`config.mk`:
```
export PLATFORM = sky130hd
export DESIGN_NAME = rf_writeback_arb
export DESIGN_NICKNAME = d
export VERILOG_FILES = /design/src/rtl/rf_writeback_arb.sv
export SDC_FILE = /design/constraint.sdc
export NUM_CORES = 1
export LEC_CHECK = 0
export BUFFER_PORTS_ARGS = -buffer_cell sky130_fd_sc_hd__buf_4
export CELL_PAD_IN_SITES_DETAIL_PLACEMENT = 0
export CELL_PAD_IN_SITES_GLOBAL_PLACEMENT = 1
export CORE_ASPECT_RATIO = 2
export CORE_MARGIN = 2
export CORE_UTILIZATION = 51
export DETAILED_ROUTE_END_ITERATION = 8
export PLACE_DENSITY_LB_ADDON = 0.25
export SETUP_SLACK_MARGIN = 0.2
export SLEW_MARGIN = 20
export SYNTH_ARGS = -nofsm -noshare
export SYNTH_HDL_FRONTEND = slang
export SYNTH_SLANG_ARGS = --single-unit
```
`constraint.sdc`:
```
create_clock -name i_clk -period 10.5 [get_ports i_clk]
set_clock_uncertainty 0.15 [all_clocks]
set_input_delay 2.1 -clock i_clk [delete_from_list [all_inputs] [get_ports i_clk]]
set_output_delay 2.1 -clock i_clk [all_outputs]
set_load 0.02 [all_outputs]
```
`src/rtl/rf_writeback_arb.sv`:
```
// rtl/rf_writeback_arb.sv - merges ALU and buffered load results onto the single RF write port
// ALU results always win; load results bypass when the FIFO is empty, else queue in order.
module rf_writeback_arb #(
  parameter int DATA_W     = 64,
  parameter int ADDR_W     = 3,
  parameter int FIFO_DEPTH = 4
) (
  input  logic                          i_clk,
  input  logic                          i_rst_n,
  input  logic                          i_alu_valid,
  input  logic [ADDR_W-1:0]             i_alu_waddr,
  input  logic [DATA_W-1:0]             i_alu_wdata,
  input  logic                          i_mem_valid,
  output logic                          o_mem_ready,
  input  logic [ADDR_W-1:0]             i_mem_waddr,
  input  logic [DATA_W-1:0]             i_mem_wdata,
  output logic                          o_wena,
  output logic [ADDR_W-1:0]             o_waddr,
  output logic [DATA_W-1:0]             o_wdata,
  output logic [2**ADDR_W-1:0]          o_pending,
  output logic [$clog2(FIFO_DEPTH):0]   o_fifo_count,
  output logic                          o_waw_err
);

  localparam int PTR_W = $clog2(FIFO_DEPTH);
  localparam int CNT_W = PTR_W + 1;

  logic [ADDR_W-1:0]   r_fifo_addr [FIFO_DEPTH];
  logic [DATA_W-1:0]   r_fifo_data [FIFO_DEPTH];
  logic [PTR_W-1:0]    r_rd_ptr;
  logic [PTR_W-1:0]    r_wr_ptr;
  logic [CNT_W-1:0]    r_count;
  logic                r_wena;
  logic [ADDR_W-1:0]   r_waddr;
  logic [DATA_W-1:0]   r_wdata;
  logic                r_waw_err;

  logic                w_empty;
  logic                w_mem_ready;
  logic                w_accept;
  logic                w_pop;
  logic                w_bypass;
  logic                w_push;
  logic [2**ADDR_W-1:0] w_pending;

  assign w_empty     = (r_count == '0);
  assign w_mem_ready = i_rst_n && (r_count < CNT_W'(FIFO_DEPTH));
  assign w_accept    = i_mem_valid && w_mem_ready;
  assign w_pop       = !i_alu_valid && !w_empty;
  assign w_bypass    = !i_alu_valid && w_empty && w_accept;
  assign w_push      = w_accept && !w_bypass;

  // An entry is live when its distance from the read pointer is below the occupancy.
  always_comb begin
    w_pending = '0;
    for (int i = 0; i < FIFO_DEPTH; i++) begin
      if ({1'b0, PTR_W'(PTR_W'(i) - r_rd_ptr)} < r_count)
        w_pending[r_fifo_addr[i]] = 1'b1;
    end
  end

  always_ff @(posedge i_clk) begin
    if (w_push) begin
      r_fifo_addr[r_wr_ptr] <= i_mem_waddr;
      r_fifo_data[r_wr_ptr] <= i_mem_wdata;
    end
  end

  always_ff @(posedge i_clk or negedge i_rst_n) begin
    if (!i_rst_n) begin
      r_rd_ptr <= '0;
      r_wr_ptr <= '0;
      r_count  <= '0;
    end else begin
      if (w_push) r_wr_ptr <= r_wr_ptr + 1'b1;
      if (w_pop)  r_rd_ptr <= r_rd_ptr + 1'b1;
      case ({w_push, w_pop})
        2'b10:   r_count <= r_count + 1'b1;
        2'b01:   r_count <= r_count - 1'b1;
        default: r_count <= r_count;
      endcase
    end
  end

  always_ff @(posedge i_clk or negedge i_rst_n) begin
    if (!i_rst_n) begin
      r_wena    <= 1'b0;
      r_waddr   <= '0;
      r_wdata   <= '0;
      r_waw_err <= 1'b0;
    end else begin
      r_wena <= 1'b0;
      if (i_alu_valid) begin
        r_wena  <= 1'b1;
        r_waddr <= i_alu_waddr;
        r_wdata <= i_alu_wdata;
      end else if (!w_empty) begin
        r_wena  <= 1'b1;
        r_waddr <= r_fifo_addr[r_rd_ptr];
        r_wdata <= r_fifo_data[r_rd_ptr];
      end else if (w_accept) begin
        r_wena  <= 1'b1;
        r_waddr <= i_mem_waddr;
        r_wdata <= i_mem_wdata;
      end
      if (i_alu_valid && w_pending[i_alu_waddr]) r_waw_err <= 1'b1;
    end
  end

  assign o_mem_ready  = w_mem_ready;
  assign o_wena       = r_wena;
  assign o_waddr      = r_waddr;
  assign o_wdata      = r_wdata;
  assign o_pending    = w_pending;
  assign o_fifo_count = r_count;
  assign o_waw_err    = r_waw_err;

endmodule

```
Yosys cells after proc, flatten, opt, wreduce, memory -nomap -nowiden --
Memories as Yosys holds them, arrays and structs flattened. Cells that the tools add are included.
Storage, ports and cells: latch bits 0, word-level logic and storage cells 79, output and inout port bits 81, flip-flop bits (word level) 76, bits in read-only memories 0, memories kept 2, input port bits 138, bits in writable memories 268
Memory list:
- r_fifo_data | depth 4, width 64, rd ports 1, clocked after Yosys merged registers in 0, wr ports 1, RTL line 29 | logic [DATA_W-1:0] r_fifo_data [FIFO_DEPTH];
- r_fifo_addr | depth 4, width 3, rd ports 5, clocked after Yosys merged registers in 0, wr ports 1, RTL line 28 | logic [ADDR_W-1:0] r_fifo_addr [FIFO_DEPTH];
Operators by class: reduce and logical (&&, ||, !) cells 16, multiply operators 0, magnitude comparators 14, add/subtract/negate cells 8, muxes and demuxes 26, equality and inequality tests 3, bitwise operators 3, div/mod/pow operators 0, shifts and indexed selects 0
Operator list (count):
- 2-to-1 mux 64 bit | 3
- 2-to-1 mux 8 bit | 4
- OR 8 bit | 3
- less-than comparator 3 x 4 -> 1 bit (second input constant) | 5
- demux 1 bit (select 3 bit) | 4
- >= comparator 3 x 1 -> 1 bit (second input constant) | 4
- less-than comparator 2 x 3 -> 1 bit | 4
- logical AND 1 bit | 11
- 2-to-1 mux 1 bit | 10
- 2-to-1 mux 3 bit | 3
- one-hot mux 3 bit (2 select lines) | 1
- adder 2 x 1 -> 2 bit (second input constant) | 2
- subtractor 1 x 2 -> 2 bit (first input constant) | 2
- subtractor 2 bit (first input constant) | 2
- adder 3 x 1 -> 3 bit (second input constant) | 1
- binary-select mux 1 bit (select 3 bit) | 1
- logical NOT 1 bit | 3
- logical NOT 3 bit | 1
- less-than comparator 3 bit (second input constant) | 1
- != test 3 x 2 -> 1 bit (second input constant) | 1
- subtractor 3 x 1 -> 3 bit (second input constant) | 1
- equality test 2 x 1 -> 1 bit (second input constant) | 1
- equality test 2 bit (second input constant) | 1
- nonzero test 2 bit | 1

Logic depth before layout (Yosys ltp) --
Gate-level depths: netlist of the first run.
word-level depth 14, depth in mapped cells 12, depth with buffers taken out 10

Least setup slack after synthesis of the first run --
No wires, ideal clock.
path kind input to register, start point input port i_rst_n, end point memory r_fifo_addr[0][0], enable pin, stages on the path 5, setup slack 5.119 ns, library setup time 0.432 ns, required time 9.918 ns, buffers on the path 1, data arrival time 4.798 ns, cell sequence nor2b_1 nand2_1 clkbuf_1 nor2_1 and2_1
Between the ends: longest elaborated chain between the ends 7
Ends and longest elaborated chain:
- from (decl) | RTL line 9 | input logic i_rst_n,
- logical AND 1 bit * | RTL line 47 | assign w_mem_ready = i_rst_n && (r_count < CNT_W'(FIFO_DEPTH));
- logical AND 1 bit * | RTL line 48 | assign w_accept = i_mem_valid && w_mem_ready;
- logical AND 1 bit | RTL line 50 | assign w_bypass = !i_alu_valid && w_empty && w_accept;
- logical NOT 1 bit | RTL line 51 | assign w_push = w_accept && !w_bypass;
- logical AND 1 bit * | RTL line 51
- 2-to-1 mux 1 bit * | RTL line 63 | if (w_push) begin
- 2-to-1 mux 1 bit (not written as such) * | RTL line 64 | r_fifo_addr[r_wr_ptr] <= i_mem_waddr;
- to (decl) | RTL line 28
Mark *: on every way between the ends. The rest lies on a longest branch, timed or not.

Worst setup path after layout of the first run --
start point register r_rd_ptr[1], end point output port o_pending[4]
Between the ends: longest elaborated chain between the ends 9
Ends and longest elaborated chain:
- from (decl) | RTL line 30 | logic [PTR_W-1:0] r_rd_ptr;
- from (signal assigned) | RTL line 76 | if (w_pop) r_rd_ptr <= r_rd_ptr + 1'b1;
- subtractor 1 x 2 -> 2 bit | RTL line 57 | if ({1'b0, PTR_W'(PTR_W'(i) - r_rd_ptr)} < r_count)
- less-than comparator 2 x 3 -> 1 bit | RTL line 57
- 2-to-1 mux 8 bit | RTL line 57
- OR 8 bit (no source line)
- 2-to-1 mux 8 bit | RTL line 57
- OR 8 bit (no source line)
- 2-to-1 mux 8 bit | RTL line 57
- OR 8 bit (no source line)
- 2-to-1 mux 8 bit * | RTL line 57
- to (decl) | RTL line 20 | output logic [2**ADDR_W-1:0] o_pending,
Marks and branches as above.

==> results_dict.tcl, run 1 <==
set metrics [dict create \
    post_dp_cell_area_mm2 0.0160 \
    crit_family "flip-flops" \
    postCtsHoldBufs 0 \
    rsz0062_at_grt "false" \
    syn-instance-count 922 \
    run_status "finished clean" \
    hold_class "reg2reg" \
    postSynth.asyncResetShare_pct 22.1 \
    multi_input_area_mm2 0.00385 \
    syn-num-nets 1070 \
    cts-resized-gates 0 \
    place_hpwl_um 17800 \
    drt_iter0_drc 691 \
    syn_area_mm2 0.0141 \
    detail_route.vias_per_cell 5.66 \
    period_needed_ps 5730 \
    clock_latency_ps 560 \
    synth_flop_cell "edfxtp_1" \
    grt_pass1_wl_um 48100 \
    dr.max_layer_used "met4" \
    dieArea_mm2 0.0290 \
    first_pass_iters 6 \
    max_slew_margin_pct 27.8 \
    arrival_ps 3480 \
    p_per_area_mw_per_mm2 255 \
    synth_top_cell_by_area "edfxtp_1" \
    cts.sinks 344 \
    placementRows 86 \
    clock_tree.root_cell "clkbuf_16" \
    globalRouteOverflowTotal 0 \
    grt_pass1_vias 8835 \
    gp_congestion 0.873 \
    cp.required_ps 8250 \
    syn2layout_area_growth_pct 20.5 \
    r2r_slack_ps 7130 \
    synth_edf_count 268 \
    synth_most_common_cell "edfxtp_1" \
    crit_path_end_kind "output port" \
    htree_levels 1 \
    fill_cells 2122 \
    maxSlewViolCount 0 \
    fin_crit_sh_pct 54.6 \
    cap_violations 0 \
    start_util_pct 51.5 \
    cts_made_buffers 29 \
    slowest_delay_ps 1160 \
    route.met3.wl_um 1670 \
    insertedDiodeCount 0 \
    ant_nets 0 \
    grt_max_degree 72 \
    pin_count 219 \
    wl_um 30500 \
    die_h_um 239 \
    synth_common_cells "edfxtp_1, nand2_1, nor2_1" \
    clk_path_buf_depth 3 \
    setup_viol 0 \
    final_area_mm2 0.0169 \
    ys_seq_area_share_pct 70.8 \
    finish.utilization_pct 62.0 \
    core-area_mm2 0.0273 \
    p_leak_nw 6.28 \
    regArea_mm2 0.00996 \
    slowest_stage "dfrtp_4" \
    synth_area_leaders "edfxtp_1, dfrtp_1, mux4_2, nand2_1, a31oi_1" \
    cp_cell_sequence "inv_1, ha_1, a21boi_1, o21bai_1, nand2b_1, o311ai_0, buf_4" \
    chipWidth_um 121 \
    synth.top_cell.area_share_pct 57.2 \
    cts_tree "built" \
    hold_viol 0 \
    wl_met1_um 12500 \
    cp-start-kind "register" \
    synth.distinct_cells 50 \
    setup_tns_ps 0 \
    fin_nets 1270 \
    vias 8477 \
    route.met2.wl_um 15600 \
    path_class "reg2out" \
    worstMarginPinSlew_ps 1080 \
    post_cts_buffers 0 \
    fmax_ghz 0.174 \
    wire_per_inst_um 20.4 \
    vdd_ir_drop_max_mv 0.168 \
    crit_path_max_fanout 71 \
    antenna_found_initial 0 \
    postSynthAreaPerCell_um2 15.3 \
    clk_pin_slew_ps 70 \
    port_buffers 218 \
    drive_gt1_share_pct 31.2 \
    ys_seq_elements 344 \
    yosysWarnings 0 \
    crit_buf_inv 2 \
    drcViolationCount 0 \
    grtUsageTotal_pct 21.4 \
]
-- path summary, 6_finish.rpt --
path | end | cells past startpoint | from
min reg2reg | o_waw_err | 2 | o_waw_err
max in group asynchronous | r_rd_ptr[0] | 2 | i_rst_n
min in group asynchronous | o_wdata[59] | 1 | i_rst_n
min | o_waw_err | 2 | o_waw_err
max | o_pending[4] | 7 | r_rd_ptr[1]
max reg2reg | o_fifo_count[2] | 11 | o_fifo_count[2]
-- layout by cell type, fill, tap and decap left out, types with 5 or more instances in the layout --
| cell | Yosys | routed |
|---|---|---|
| nand2b_1 | 9 | 9 |
| nor2b_1 | 5 | 5 |
| a32oi_1 | 5 | 5 |
| a31oi_1 | 67 | 67 |
| dfrtp_1 | 76 | 74 |
| clkbuf_16 | 0 | 29 |
| buf_4 | 1 | 223 |
| nand2_1 | 144 | 142 |
| ha_1 | 9 | 9 |
| nor2_1 | 77 | 76 |
| clkinv_2 | 0 | 6 |
| mux4_2 | 67 | 67 |
| o21ai_0 | 59 | 59 |
| edfxtp_1 | 268 | 268 |
| inv_6 | 0 | 5 |
| inv_1 | 16 | 16 |
| o21ai_1 | 10 | 10 |
-- where the power goes --
part           total (mW)  internal (mW)  switching, mW
Sequential           1.92           1.70          0.221
Combinational        1.32          0.631          0.690
Clock                1.08          0.584          0.495
Total                4.32           2.91           1.41
-- kinds of logic after synthesis --
group | synth area share (%)
flip-flops | 70.8
multiplexers | 10.7
AO/OA/AOI/OAI | 7.48
adder cells (fa/ha/maj) | 0.943
AND/OR/NAND/NOR | 7.58
XOR/XNOR | 0.436
buffers and inverters | 2.07
-- final cells by class --
class                   count  share of cell area, %
flip-flops and latches    344                   58.8
multi-input cells         508                   22.7
repair buffers            223                   9.88
clock buffers              32                   4.53
well taps                 352                   2.60
clock inverters            22                   1.14
inverters                  16                  0.355
-- state kept, by name (all words and copies together) (netlist names) --
register      flops
r_fifo_addr      12
o_wdata          64
o_wena            1
o_waddr           3
r_wr_ptr          2
o_fifo_count      3
r_rd_ptr          2
r_fifo_data     256
o_waw_err         1
-- worst min-delay path, stage by stage, from the launching register on --
cell and delay [ps]:
dfrtp_1 360, a211oi_1 50, o311ai_1 70
-- per-stage QoR --
stage                     hold WS (ps)  setup WS, ps  cells  power, mW
after global placement             370          5310   1443       3.26
after global routing               406          4400   1497       4.54
after detailed placement           363          5220   1443       3.28
after floorplan                    430          5120    922       2.78
final                              370          4770   1497       4.32
after CTS                          379          4700   1497       4.36
-- per-layer routing --
metal	global-route usage, %	vias up
li1	-	3903
met1	28.8	4253
met2	36.3	273
met3	3.17	48
met4	6.69	0
met5	0	-
Power figures use the tool's default switching activity.
==> run 2: changes to the inputs <==
--- a/config.mk
+++ b/config.mk
@@ -5,12 +5,13 @@
 export SDC_FILE = /design/constraint.sdc
 export NUM_CORES = 1
 export LEC_CHECK = 0
+export ABC_AREA = 1
 export BUFFER_PORTS_ARGS = -buffer_cell sky130_fd_sc_hd__buf_4
 export CELL_PAD_IN_SITES_DETAIL_PLACEMENT = 0
 export CELL_PAD_IN_SITES_GLOBAL_PLACEMENT = 1
 export CORE_ASPECT_RATIO = 2
 export CORE_MARGIN = 2
-export CORE_UTILIZATION = 51
+export CORE_UTILIZATION = 41
 export DETAILED_ROUTE_END_ITERATION = 8
 export PLACE_DENSITY_LB_ADDON = 0.25
 export SETUP_SLACK_MARGIN = 0.2
==> constraint.sdc (replaced) <==
create_clock -name i_clk -period 4.9 [get_ports i_clk]
set_clock_uncertainty 0.15 [all_clocks]
set_input_delay 0.98 -clock i_clk [delete_from_list [all_inputs] [get_ports i_clk]]
set_output_delay 0.98 -clock i_clk [all_outputs]
set_load 0.02 [all_outputs]
==> run 2 against run 1 <==
Effect of this change: power rose by 130%; die area rose by 24%; largest power group unchanged; non-clock buffer count rose by 13; critical endpoint is now o_pending[2]; global-route usage fell by 0.59 points; worst setup slack got worse by 3700 ps; clock power rose by 140%; highest routed layer unchanged; synthesized cell count rose by 29%.
==> results_dict.tcl, run 2 <==
set metrics [dict create \
    final_cells 1860 \
    synth_common_cells "nand2_1, edfxtp_1, nor2_1" \
    postSynth.asyncResetShare_pct 22.1 \
    grt_pass1_vias 10065 \
    r2r_start "o_fifo_count[0]" \
    use_met3_pct 2.32 \
    whs_ps 294 \
    detail_route.vias_per_cell 5.26 \
    power_frac_comb_pct 33.4 \
    hold_class "in2async" \
    regMostFlops "r_fifo_data" \
    synth_most_common_cell "nand2_1" \
    globalRouteOverflowTotal 0 \
    synth_edf_count 268 \
    maxSlewViolCount 0 \
    period_needed_ps 3790 \
    drcViolationCount 0 \
    p_per_area_mw_per_mm2 563 \
    run_status "finished clean" \
    ant_nets 0 \
    syn_area_mm2 0.0141 \
    met2_usage_pct 41.1 \
    ys_seq_elements 344 \
    dieArea_mm2 0.0359 \
    cp.required_ps 3770 \
    synth_flop_cell "edfxtp_1" \
    place_hpwl_um 23300 \
    placementRows 96 \
    grtUsageTotal_pct 20.9 \
    gp_congestion 0.860 \
    cts.sinks 344 \
    power_mw 9.74 \
    die_h_um 266 \
    power.share.sequential_pct 39.8 \
    clk_path_buf_depth 3 \
    pin_count 219 \
    hold_viol 0 \
    vdd_ir_drop_max_mv 0.372 \
    fin_nets 1543 \
    swShare_pct 35.2 \
    grt_util_met1_pct 22.8 \
    postCtsHoldBufs 0 \
    cts-resized-gates 0 \
    port_buffers 218 \
    final_cell_mix "nand2_1, edfxtp_1, buf_4, nor2_1, dfrtp_1" \
    yosysWarnings 0 \
    setup_viol 0 \
    reg2reg_to "o_fifo_count[2]" \
    cts_made_buffers 30 \
    wl_um 37500 \
    first_pass_iters 5 \
    pre_cts_slack_ps 1500 \
    crit_path_max_fanout 8 \
    htree_levels 1 \
    grt_max_degree 71 \
    top_usage_layer "met2" \
    fin_ws_ps 1110 \
    clock_latency_ps 570 \
    drt_iter0_drc 624 \
    clkPwrFrac_pct 26.9 \
    finish.utilization_pct 50.7 \
    synth.distinct_cells 30 \
    startpoint "r_rd_ptr[0]" \
    rsz0062_at_grt "false" \
    wire_per_inst_um 20.2 \
    syn-instance-count 1191 \
    slowest_delay_ps 500 \
    post_cts_buffers 0 \
    syn2layout_area_growth_pct 22.8 \
    drive_gt1_share_pct 21.9 \
    syn-num-nets 1339 \
    p_leak_nw 6.74 \
    power.internal_mw 6.31 \
    largest_register_ffs 256 \
    cap_violations 0 \
    fin_crit_sh_pct 77.4 \
    cp-start-kind "register" \
    final_common_cell "nand2_1" \
    arrival_ps 2660 \
    fmax_ghz 0.264 \
    r2r_slack_ps 2110 \
    slowest_stage "dfrtp_1" \
    worstMarginPinSlew_ps 968 \
    synth_top_cell_by_area "edfxtp_1" \
    core-area_mm2 0.0341 \
    chipWidth_um 135 \
    synth_area_leaders "edfxtp_1, dfrtp_1, nand2_1, a22oi_1, a31oi_1" \
    placed_cells 1804 \
    clock_tree.root_cell "clkbuf_16" \
    reg2reg_depth 9 \
    clk_pin_slew_ps 70 \
    postSynthAreaPerCell_um2 11.8 \
    vias 9787 \
    crit_path_end_kind "output port" \
    ys_seq_area_share_pct 70.7 \
    synth.top_cell.area_share_pct 57.2 \
    cts_tree "built" \
    start_util_pct 41.2 \
    grt_pass1_wl_um 57100 \
    p_switching_mw 3.43 \
    antenna_found_initial 0 \
    cp_cell_sequence "inv_2, nand2_1, inv_2, nor2_1, inv_1, ha_1, inv_1, nor2_1, nand2_2, nand3_1, nand4_1, buf_4" \
    path_class "reg2out" \
    max_slew_margin_pct 35.4 \
]
run 2: changes by cell type after synthesis, moves of 6 or more:
cell,previous run,this run
a22oi_1,1,73
and2_1,6,0
buf_2,14,21
inv_1,16,35
inv_2,0,7
mux4_2,67,0
nand2_1,144,332
nand2b_1,9,0
nand3_1,2,22
nand4_1,0,46
nor2_1,77,98
run 2: worst max-delay path by stage:
stage               slack, ps  cells past startpoint                  to
floorplan                -160                      6   r_fifo_addr[0][0]
global placement         1530                      8  r_fifo_data[3][13]
detailed placement       1500                      8  r_fifo_data[3][16]
CTS                      1070                     13        o_pending[6]
global route              960                     12        o_pending[0]
finish                   1110                     12        o_pending[2]
run 2: power groups by stage:
stage | Clock [mW] | Sequential [mW] | Combinational [mW]
5_1_grt | 2.75 | 3.92 | 3.58
3_3_place_gp | 0 | 3.93 | 3.28
2_1_floorplan | 0 | 4.26 | 1.62
4_1_cts | 2.67 | 3.87 | 3.32
6_report | 2.62 | 3.87 | 3.25
3_5_place_dp | 0 | 3.93 | 3.31
run 2: area by class of cell:
| class | instances | area [um^2] |
|---|---|---|
| timing repair buffer | 236 | 1820 |
| fill | 3117 | 16800 |
| clock inverter | 16 | 277 |
| sequential | 344 | 9950 |
| antenna | 1 | 2.50 |
| tap | 441 | 552 |
| multi-input combinational | 741 | 3700 |
| clock buffer | 39 | 825 |
| inverter | 42 | 158 |
run 2: critical path: cells and delay by family, from the launching register on:
family	cells	cell delay (ps)
simple gates	6	800
buf+inv	5	510
fa+ha+maj	1	290
flops	1	500
run 2: layer usage:
layer | wire length, um | vias up
met1 | 13600 | 4748
met2 | 21300 | 306
met3 | 1690 | 58
li1 | - | 4675
met5 | 0 | -
met4 | 950 | 0
run 2: cells by family (layout without fill, tap and decap cells):
group                      count (synthesis)  count (layout)  synth area share (%)
AOI/OAI and AO/OA                        215             215                  9.68
xor gates and xnor gates                   4               4                 0.249
adders and majority gates                 10              10                 0.943
buffers and inverters                    106             333                  3.31
DFF                                      344             344                  70.7
other                                      0               1                     0
and+or+nand+nor                          512             512                  15.1
run 2: stage by stage:
step           TNS, ps  cell area (um^2)
6_report             0             17300
5_1_grt              0             17300
4_1_cts              0             17300
3_5_place_dp         0             16200
3_3_place_gp         0             16200
2_1_floorplan   -43250             14100
